`src/rtl/stopwatch_ctrl.sv`:
```
// Stopwatch controller: PAUSED/RUN/ADJUST FSM driving four BCD digits as MM:SS.
// Minutes wrap after MIN_MAX; seconds wrap after 59.
module stopwatch_ctrl #(
  parameter int MIN_MAX = 59
) (
  input  logic       clk,
  input  logic       rst,
  input  logic       tick_1hz,
  input  logic       tick_adj,
  input  logic       pause_btn,
  input  logic       clr_btn,
  input  logic       adj,
  input  logic       sel,
  output logic [4:0] min_l,
  output logic [4:0] min_r,
  output logic [4:0] sec_l,
  output logic [4:0] sec_r,
  output logic       adj_out,
  output logic [2:0] adj_sel,
  output logic       running
);

  localparam logic [3:0] MinMaxTens = 4'(MIN_MAX / 10);
  localparam logic [3:0] MinMaxOnes = 4'(MIN_MAX % 10);

  typedef enum logic [1:0] {
    PAUSED = 2'd0,
    RUN    = 2'd1,
    ADJUST = 2'd2
  } state_t;

  state_t     r_state;
  state_t     w_stateNext;
  logic       r_pauseQ;
  logic       r_clrQ;
  logic [3:0] r_minL, r_minR, r_secL, r_secR;
  logic [3:0] w_minLNext, w_minRNext, w_secLNext, w_secRNext;
  logic [3:0] w_minLInc, w_minRInc, w_secLInc, w_secRInc;
  logic       w_secWrap;
  logic       w_pauseEdge;
  logic       w_clrEdge;

  assign w_pauseEdge = pause_btn & ~r_pauseQ;
  assign w_clrEdge   = clr_btn & ~r_clrQ;

  // Incremented copies of both fields, each already wrapped within its own range.
  always_comb begin
    w_secRInc = r_secR + 4'd1;
    w_secLInc = r_secL;
    w_secWrap = 1'b0;
    if (r_secR == 4'd9) begin
      w_secRInc = 4'd0;
      if (r_secL == 4'd5) begin
        w_secLInc = 4'd0;
        w_secWrap = 1'b1;
      end else begin
        w_secLInc = r_secL + 4'd1;
      end
    end
    w_minRInc = r_minR + 4'd1;
    w_minLInc = r_minL;
    if (r_minL == MinMaxTens && r_minR == MinMaxOnes) begin
      w_minRInc = 4'd0;
      w_minLInc = 4'd0;
    end else if (r_minR == 4'd9) begin
      w_minRInc = 4'd0;
      w_minLInc = r_minL + 4'd1;
    end
  end

  always_comb begin
    w_stateNext = r_state;
    w_minLNext  = r_minL;
    w_minRNext  = r_minR;
    w_secLNext  = r_secL;
    w_secRNext  = r_secR;
    case (r_state)
      PAUSED, RUN, ADJUST: begin
        if (w_clrEdge) begin
          w_minLNext = 4'd0;
          w_minRNext = 4'd0;
          w_secLNext = 4'd0;
          w_secRNext = 4'd0;
          if (r_state == RUN) w_stateNext = PAUSED;
        end else if (adj) begin
          if (r_state != ADJUST) begin
            w_stateNext = ADJUST;
          end else if (tick_adj) begin
            if (sel) begin
              w_secLNext = w_secLInc;
              w_secRNext = w_secRInc;
            end else begin
              w_minLNext = w_minLInc;
              w_minRNext = w_minRInc;
            end
          end
        end else if (r_state == ADJUST) begin
          w_stateNext = PAUSED;
        end else if (w_pauseEdge) begin
          w_stateNext = (r_state == RUN) ? PAUSED : RUN;
        end else if (tick_1hz && r_state == RUN) begin
          w_secLNext = w_secLInc;
          w_secRNext = w_secRInc;
          if (w_secWrap) begin
            w_minLNext = w_minLInc;
            w_minRNext = w_minRInc;
          end
        end
      end
      default: begin
        w_stateNext = PAUSED;
        if (w_clrEdge) begin
          w_minLNext = 4'd0;
          w_minRNext = 4'd0;
          w_secLNext = 4'd0;
          w_secRNext = 4'd0;
        end
      end
    endcase
  end

  // Status outputs are registered from the next state so they line up with r_state.
  always_ff @(posedge clk) begin
    if (rst) begin
      r_state  <= PAUSED;
      r_minL   <= 4'd0;
      r_minR   <= 4'd0;
      r_secL   <= 4'd0;
      r_secR   <= 4'd0;
      r_pauseQ <= 1'b1;
      r_clrQ   <= 1'b1;
      running  <= 1'b0;
      adj_out  <= 1'b0;
      adj_sel  <= 3'd4;
    end else begin
      r_state  <= w_stateNext;
      r_minL   <= w_minLNext;
      r_minR   <= w_minRNext;
      r_secL   <= w_secLNext;
      r_secR   <= w_secRNext;
      r_pauseQ <= pause_btn;
      r_clrQ   <= clr_btn;
      running  <= (w_stateNext == RUN);
      adj_out  <= (w_stateNext == ADJUST);
      adj_sel  <= (w_stateNext == ADJUST) ? (sel ? 3'd1 : 3'd3) : 3'd4;
    end
  end

  assign min_l = {1'b0, r_minL};
  assign min_r = {1'b0, r_minR};
  assign sec_l = {1'b0, r_secL};
  assign sec_r = {1'b0, r_secR};

endmodule

```
`config.mk`:
```
export PLATFORM = sky130hd
export DESIGN_NAME = stopwatch_ctrl
export DESIGN_NICKNAME = d
export VERILOG_FILES = /design/src/rtl/stopwatch_ctrl.sv
export SDC_FILE = /design/constraint.sdc
export NUM_CORES = 1
export LEC_CHECK = 0
export CORE_MARGIN = 3
export CORE_UTILIZATION = 49
export DETAILED_ROUTE_END_ITERATION = 12
export GPL_TIMING_DRIVEN = 0
export MAX_ROUTING_LAYER = met4
export PLACE_DENSITY_LB_ADDON = 0.2
export SETUP_SLACK_MARGIN = 0.4
export SLEW_MARGIN = 5
export SYNTH_ARGS = -nofsm -noshare
export SYNTH_HDL_FRONTEND = slang
export SYNTH_SLANG_ARGS = --single-unit
```
`constraint.sdc`:
```
create_clock -name clk -period 2.1 [get_ports clk]
set_input_delay 0.42 -clock clk [delete_from_list [all_inputs] [get_ports clk]]
set_output_delay 0.42 -clock clk [all_outputs]
set_load 0.02 [all_outputs]
```
==> impl_metrics.ini, run 1 <==
[status]
status = finished, final reports clean

[logic_synthesis]
yosysUniqueCellTypes = 44
syn_inst = 161
synthFlopType = dfxtp_1
synthTopCellsByArea = dfxtp_1 36%, ha_1 7.3%, a21oi_1 4.4%
synth_seq_cells = 25
async_flop_share = 0
syn_avg_cell_area_um2 = 8.564
ys_warn_count = 0
yosysTopAreaCell = dfxtp_1
yosysSeqAreaShare = 0.3630
synth_edf_count = 0
netlist_area_um2 = 1379
yosysTopAreaCellShare = 0.3630

[setup_path]
critPathKind = in2reg
reg2reg_depth = 8
path_buf_inv = 2
crit_required_ns = 2.37
crit_arrival_ns = 2.17
end_kind = flip-flop
crit_chain = clkdlybuf4s50_1 -> nand2_1 -> nor4_4 -> nor2_2 -> buf_6 -> or4_4 -> a21oi_2
timing.reg2reg.setup_slack_ns = 0.22
crit_fanout = 5
crit_slowest_cell = or4_4
cp_slowest_stage_delay_ns = 0.50
crit_family = simple AND/OR/NAND/NOR gates
cp.depth = 7
critPathLaunchType = input pin

[final_layout]
final_cell_area_um2 = 2081
multi_input_area_um2 = 919.6
seqCellArea_um2 = 523.0
final_core_util = 0.8104
antennaDiodeCount = 0
fin_cells = 243
fin_nets = 230
layout-drive-gt1-share = 0.3286
nFillCells = 157
area_growth_pct = 50.91

[floorplan]
fp-row-count = 18
boundaryPins = 33
coreArea_um2 = 2567
dieArea_um2 = 3486
initial_core_util = 0.5370
die_height_um = 59.05
die_w_um = 59.05

[routing]
vias = 1386
detail_route.wl_per_cell_um = 15.06
vias_per_cell = 5.704
ant_nets = 0
first_pass_iters = 4
drcViolationCount = 0
drtIter0Drc = 57
finalWirelength_um = 3659

[clock_tree]
cts.sinks = 25
cts_root_buf = clkbuf_4
ctsHtreeMaxLevel = 1
cts_tree = yes
cts.path.max_buffers = 2
insertion_delay_ns = 0.34
clkSlewWorstSetupHoldPaths_ns = 0.15
cts_buffers = 3

[run]
maxCapViolations = 0

[pwr]
vdd_ir_drop_max_uv = 580.8
power.leakage_nw = 0.9718
power_density_nw_per_um2 = 449.8

[placement]
dp_hpwl_um = 2374
place_congestion = 0.8159
dp.cells = 221
portBuffers = 27
dpl-instance-area_um2 = 1735

[global_route]
antenna_found_initial = 0
grt_pass1_wl_um = 5616
grt_pass1_vias = 1296
overflow = 0
grt_max_degree = 15
grt_use_total = 0.2080

[sta]
fin_worst_hold_slack_ns = 0.3203
fmax_mhz = 526.1
rsz0062_at_grt = yes
period_needed_ns = 1.901
setup_violations = 0
hold_violations = 0
finClkSkew_ns = 0.01297
slew_violations = 0
period_share = 0.9051

[min_path]
worst_hold_path.num_cells = 2
hp-class = in2reg
[kinds of logic (layout without fill, tap and decap cells)]
group | count (synthesis) | in the layout | synth area share
buffers and inverters | 24 | 73 | 0.08712
multiplexers | 2 | 2 | 0.01452
AO/OA/AOI/OAI | 39 | 39 | 0.1906
adder cells (fa/ha/maj) | 8 | 8 | 0.07260
other | 1 | 4 | 0.002720
XOR/XNOR | 2 | 2 | 0.01271
AND/OR/NAND/NOR | 60 | 60 | 0.2568
flip-flops | 25 | 25 | 0.3630
[worst reg2reg max path: stages (launching register included)]
cell and delay, ns:
dfxtp_4 0.38, inv_2 0.06, ha_4 0.11, nand3b_1 0.12
nor4_4 0.34, nor2_2 0.07, buf_6 0.13, or4_4 0.50
a21oi_2 0.12
[cells in the mapped netlist (all sizes together) (4+ instances only)]
cell	instances
dfxtp	25
a21oi	12
nand2	12
inv	11
ha	8
clkbuf	7
nand3	7
nor2	7
o21ai	7
buf	6
nor3	6
nand3b	4
o31ai	4
or4	4
[worst paths after layout]
kind                            startpoint         to
worst max register to register   r_secR[1]  r_minL[1]
worst min-delay path             pause_btn   r_pauseQ
worst min register to register   r_secR[1]  r_secR[1]
worst max-delay path              tick_1hz  r_minL[1]
[stage by stage]
| stage | setup slack [ns] | total power [mW] | setup TNS [ns] |
|---|---|---|---|
| 6_report | 0.1994 | 0.9359 | 0 |
| 2_1_floorplan | 0.2655 | 0.6093 | 0 |
| 4_1_cts | 0.1870 | 0.9089 | 0 |
| 5_1_grt | 0.09774 | 0.9746 | 0 |
| 3_3_place_gp | -0.3108 | 0.6605 | -2.550 |
| 3_5_place_dp | -0.3445 | 0.6639 | -2.913 |
[routing by layer]
layer,wire [µm],global-route usage,vias up
met5,0,-,-
met4,38,0.04854,0
met3,174,0.02614,5
met2,1827,0.3517,43
met1,1619,0.2642,651
li1,-,-,687
[report_power, final]
group	switching [mW]	total, mW	internal [mW]
Clock	0.156	0.228	0.0717
Combinational	0.108	0.209	0.101
Sequential	0.0132	0.500	0.486
[layout by cell type, fill, tap and decap left out, types with 4 or more instances in the layout]
master          synthesis  routed
buf_4                   4      20
dfxtp_1                25      17
dlygate4sd2_1           0      16
nand2_1                12      12
inv_1                  11       8
a21oi_1                12       7
dlymetal6s2s_1          0       7
nor3_1                  6       6
buf_6                   2       5
nor2_1                  6       5
o21ai_0                 6       5
nand3_1                 7       5
ha_1                    8       5
dfxtp_4                 0       5
clkbuf_4                0       4
nand3b_1                4       4
conb_1                  1       4
[final cells by class]
type | count | share of cell area
Timing Repair Buffer | 45 | 0.1990
Clock buffer | 3 | 0.01082
Clock inverter | 1 | 0.002405
Sequential cell | 25 | 0.2514
Tap cell | 30 | 0.01804
Multi-Input combinational cell | 115 | 0.4420
Inverter | 11 | 0.01984
Buffer | 13 | 0.05652
[flip-flops by register name, indices dropped and copies added (netlist names)]
signal and cells:
adj_sel 3, r_clrQ 1, r_state 2, r_minR 4
r_secR 4, r_secL 4, running 1, r_pauseQ 1
r_minL 4, adj_out 1
[timing repair]
action	in CTS	in global routing
setup buffers	12	6
pin swaps	15	13
hold buffers	0	0
setup endpoints to repair	32	21
gates resized for setup	39	39
Power figures use the tool's default switching activity.
==> inputs of run 2 (changes only) <==
--- a/config.mk
+++ b/config.mk
@@ -5,12 +5,15 @@
 export SDC_FILE = /design/constraint.sdc
 export NUM_CORES = 1
 export LEC_CHECK = 0
+export CELL_PAD_IN_SITES_DETAIL_PLACEMENT = 1
+export CELL_PAD_IN_SITES_GLOBAL_PLACEMENT = 1
 export CORE_MARGIN = 3
-export CORE_UTILIZATION = 49
+export CORE_UTILIZATION = 36
 export DETAILED_ROUTE_END_ITERATION = 12
 export GPL_TIMING_DRIVEN = 0
 export MAX_ROUTING_LAYER = met4
 export PLACE_DENSITY_LB_ADDON = 0.2
+export REMOVE_ABC_BUFFERS = 1
 export SETUP_SLACK_MARGIN = 0.4
 export SLEW_MARGIN = 5
 export SYNTH_ARGS = -nofsm -noshare
==> run 2 against run 1 <==
Net effect: hold slack improved by 0.15 ns; sequential share of layout area grew 0.15 points; power rose by 7.6%; clock-buffer cell count stayed put; die area up 32%; worst setup slack gained 0.061 ns; global-route usage increased by 0.92 points; clock skew is 0.0044 ns lower; non-clock buffer count decreased by 9; critical endpoint is now r_minR[1].
==> impl_metrics.ini, run 2 (synthesis results as in run 1) <==
[pwr]
vdd_ir_drop_max_uv = 438.9
power_density_nw_per_um2 = 489.0
power_mw = 1.007
power.leakage_nw = 0.8830

[final_layout]
mostFrequentLayoutCells = 20 x dlygate4sd2_1, 19 x buf_4, 17 x dfxtp_1
fin_nets = 221
final_cell_area_um2 = 2058
area_growth_pct = 49.27
layout-drive-gt1-share = 0.3382
final_common_cell = dlygate4sd2_1
antennaDiodeCount = 0

[sta]
fmax_mhz = 543.7
period_needed_ns = 1.839
hold_violations = 0
slew_headroom = 0.5207
rsz0062_at_grt = yes
setup_violations = 0
finClkSkew_ns = 0.008528
worst_slew_pin_slew_ns = 0.7190
setup_ws_ns = 0.2608
period_share = 0.8758
fin_worst_hold_slack_ns = 0.4732
slew_violations = 0

[clock_tree]
cts_tree = yes
ctsHtreeMaxLevel = 1
cts_buffers = 3
clkSlewWorstSetupHoldPaths_ns = 0.10
cts.path.max_buffers = 2
insertion_delay_ns = 0.28
cts.sinks = 25
cts_root_buf = clkbuf_8

[floorplan]
die_height_um = 67.89
coreArea_um2 = 3521
boundaryPins = 33
fp-row-count = 21
initial_core_util = 0.3916
dieArea_um2 = 4608
die_w_um = 67.89

[setup_path]
reg2reg_depth = 8
timing.reg2reg.setup_slack_ns = 0.26
critPathLaunch = r_minR[1]
crit_chain = inv_2 -> ha_4 -> nand3b_1 -> buf_6 -> o31a_1 -> o221a_2 -> nor2_4 -> mux2i_2
path_buf_inv = 2
r2r_start = r_minR[1]
critPathKind = reg2reg
crit_slowest_cell = dfxtp_2
crit_fanout = 2
end_kind = flip-flop
cp_slowest_stage_delay_ns = 0.34
crit_arrival_ns = 2.03
critPathLaunchType = flip-flop
r2r_end = r_minR[1]
crit_required_ns = 2.29
crit_family = compound AO/OA/AOI/OAI gates

[routing]
vias_per_cell = 5.660
first_pass_iters = 4
finalWirelength_um = 4622
vias = 1415
drtIter0Drc = 31
ant_nets = 0
drcViolationCount = 0
detail_route.wl_per_cell_um = 18.49

[placement]
dpl-instance-area_um2 = 1649
dpl_worst_slack_ns = -0.7255
dp_hpwl_um = 2736
portBuffers = 28
place_congestion = 0.8254

[global_route]
antenna_found_initial = 0
grt_use_total = 0.2172
grt_pass1_wl_um = 7155
grt_max_degree = 18
grt_pass1_vias = 1440
overflow = 0

[min_path]
hold_start = pause_btn
hp-class = in2reg
whs_endpoint = r_pauseQ
worst_hold_path.num_cells = 2

[status]
status = finished, final reports clean

[run]
maxCapViolations = 0
run 2: cell type report:
class | count | area (µm²)
Fill cell | 414 | 1463
Multi-Input combinational cell | 115 | 972.2
Sequential cell | 25 | 520.5
Timing Repair Buffer | 49 | 420.4
Tap cell | 46 | 57.56
Clock buffer | 3 | 41.29
Inverter | 11 | 41.29
Clock inverter | 1 | 5.005
run 2: worst max-delay path by stage:
stage	end	slack (ns)	cells after the start
after floorplan	r_minL[3]	0.22	6
after global placement	r_minR[2]	-0.57	6
after detailed placement	r_minR[2]	-0.73	6
after CTS	r_minL[1]	0.21	7
after global routing	r_minL[1]	0.20	7
final	r_minR[1]	0.26	8
run 2: report_power, final:
group | leakage (nW) | internal [mW] | switching (mW)
Combinational | 0.649 | 0.0885 | 0.113
Clock | 0.0255 | 0.134 | 0.169
Sequential | 0.208 | 0.487 | 0.0153
Total | 0.883 | 0.709 | 0.297
run 2: per-layer routing:
layer / part of all wire / GRT usage / wire length [µm]
met5: 0 / - / 0
met4: 0.020 / 0.08189 / 92
met3: 0.044 / 0.04598 / 205
met2: 0.48 / 0.3499 / 2228
met1: 0.45 / 0.2671 / 2096
run 2: metrics by stage:
step                instances  utilization  setup TNS (ns)
CTS                       246       0.5625               0
finish                    250       0.5846               0
global route              250       0.5846               0
floorplan                 151            -               0
detailed placement        225       0.4684          -6.970
global placement          225       0.4684          -4.991
run 2: timing repair:
item	in CTS	in global routing
pin swaps	16	14
setup endpoints to repair	34	12
endpoints found under the hold margin	0	0
buffers inserted	17	4
hold buffers	0	0
resized for setup	67	21
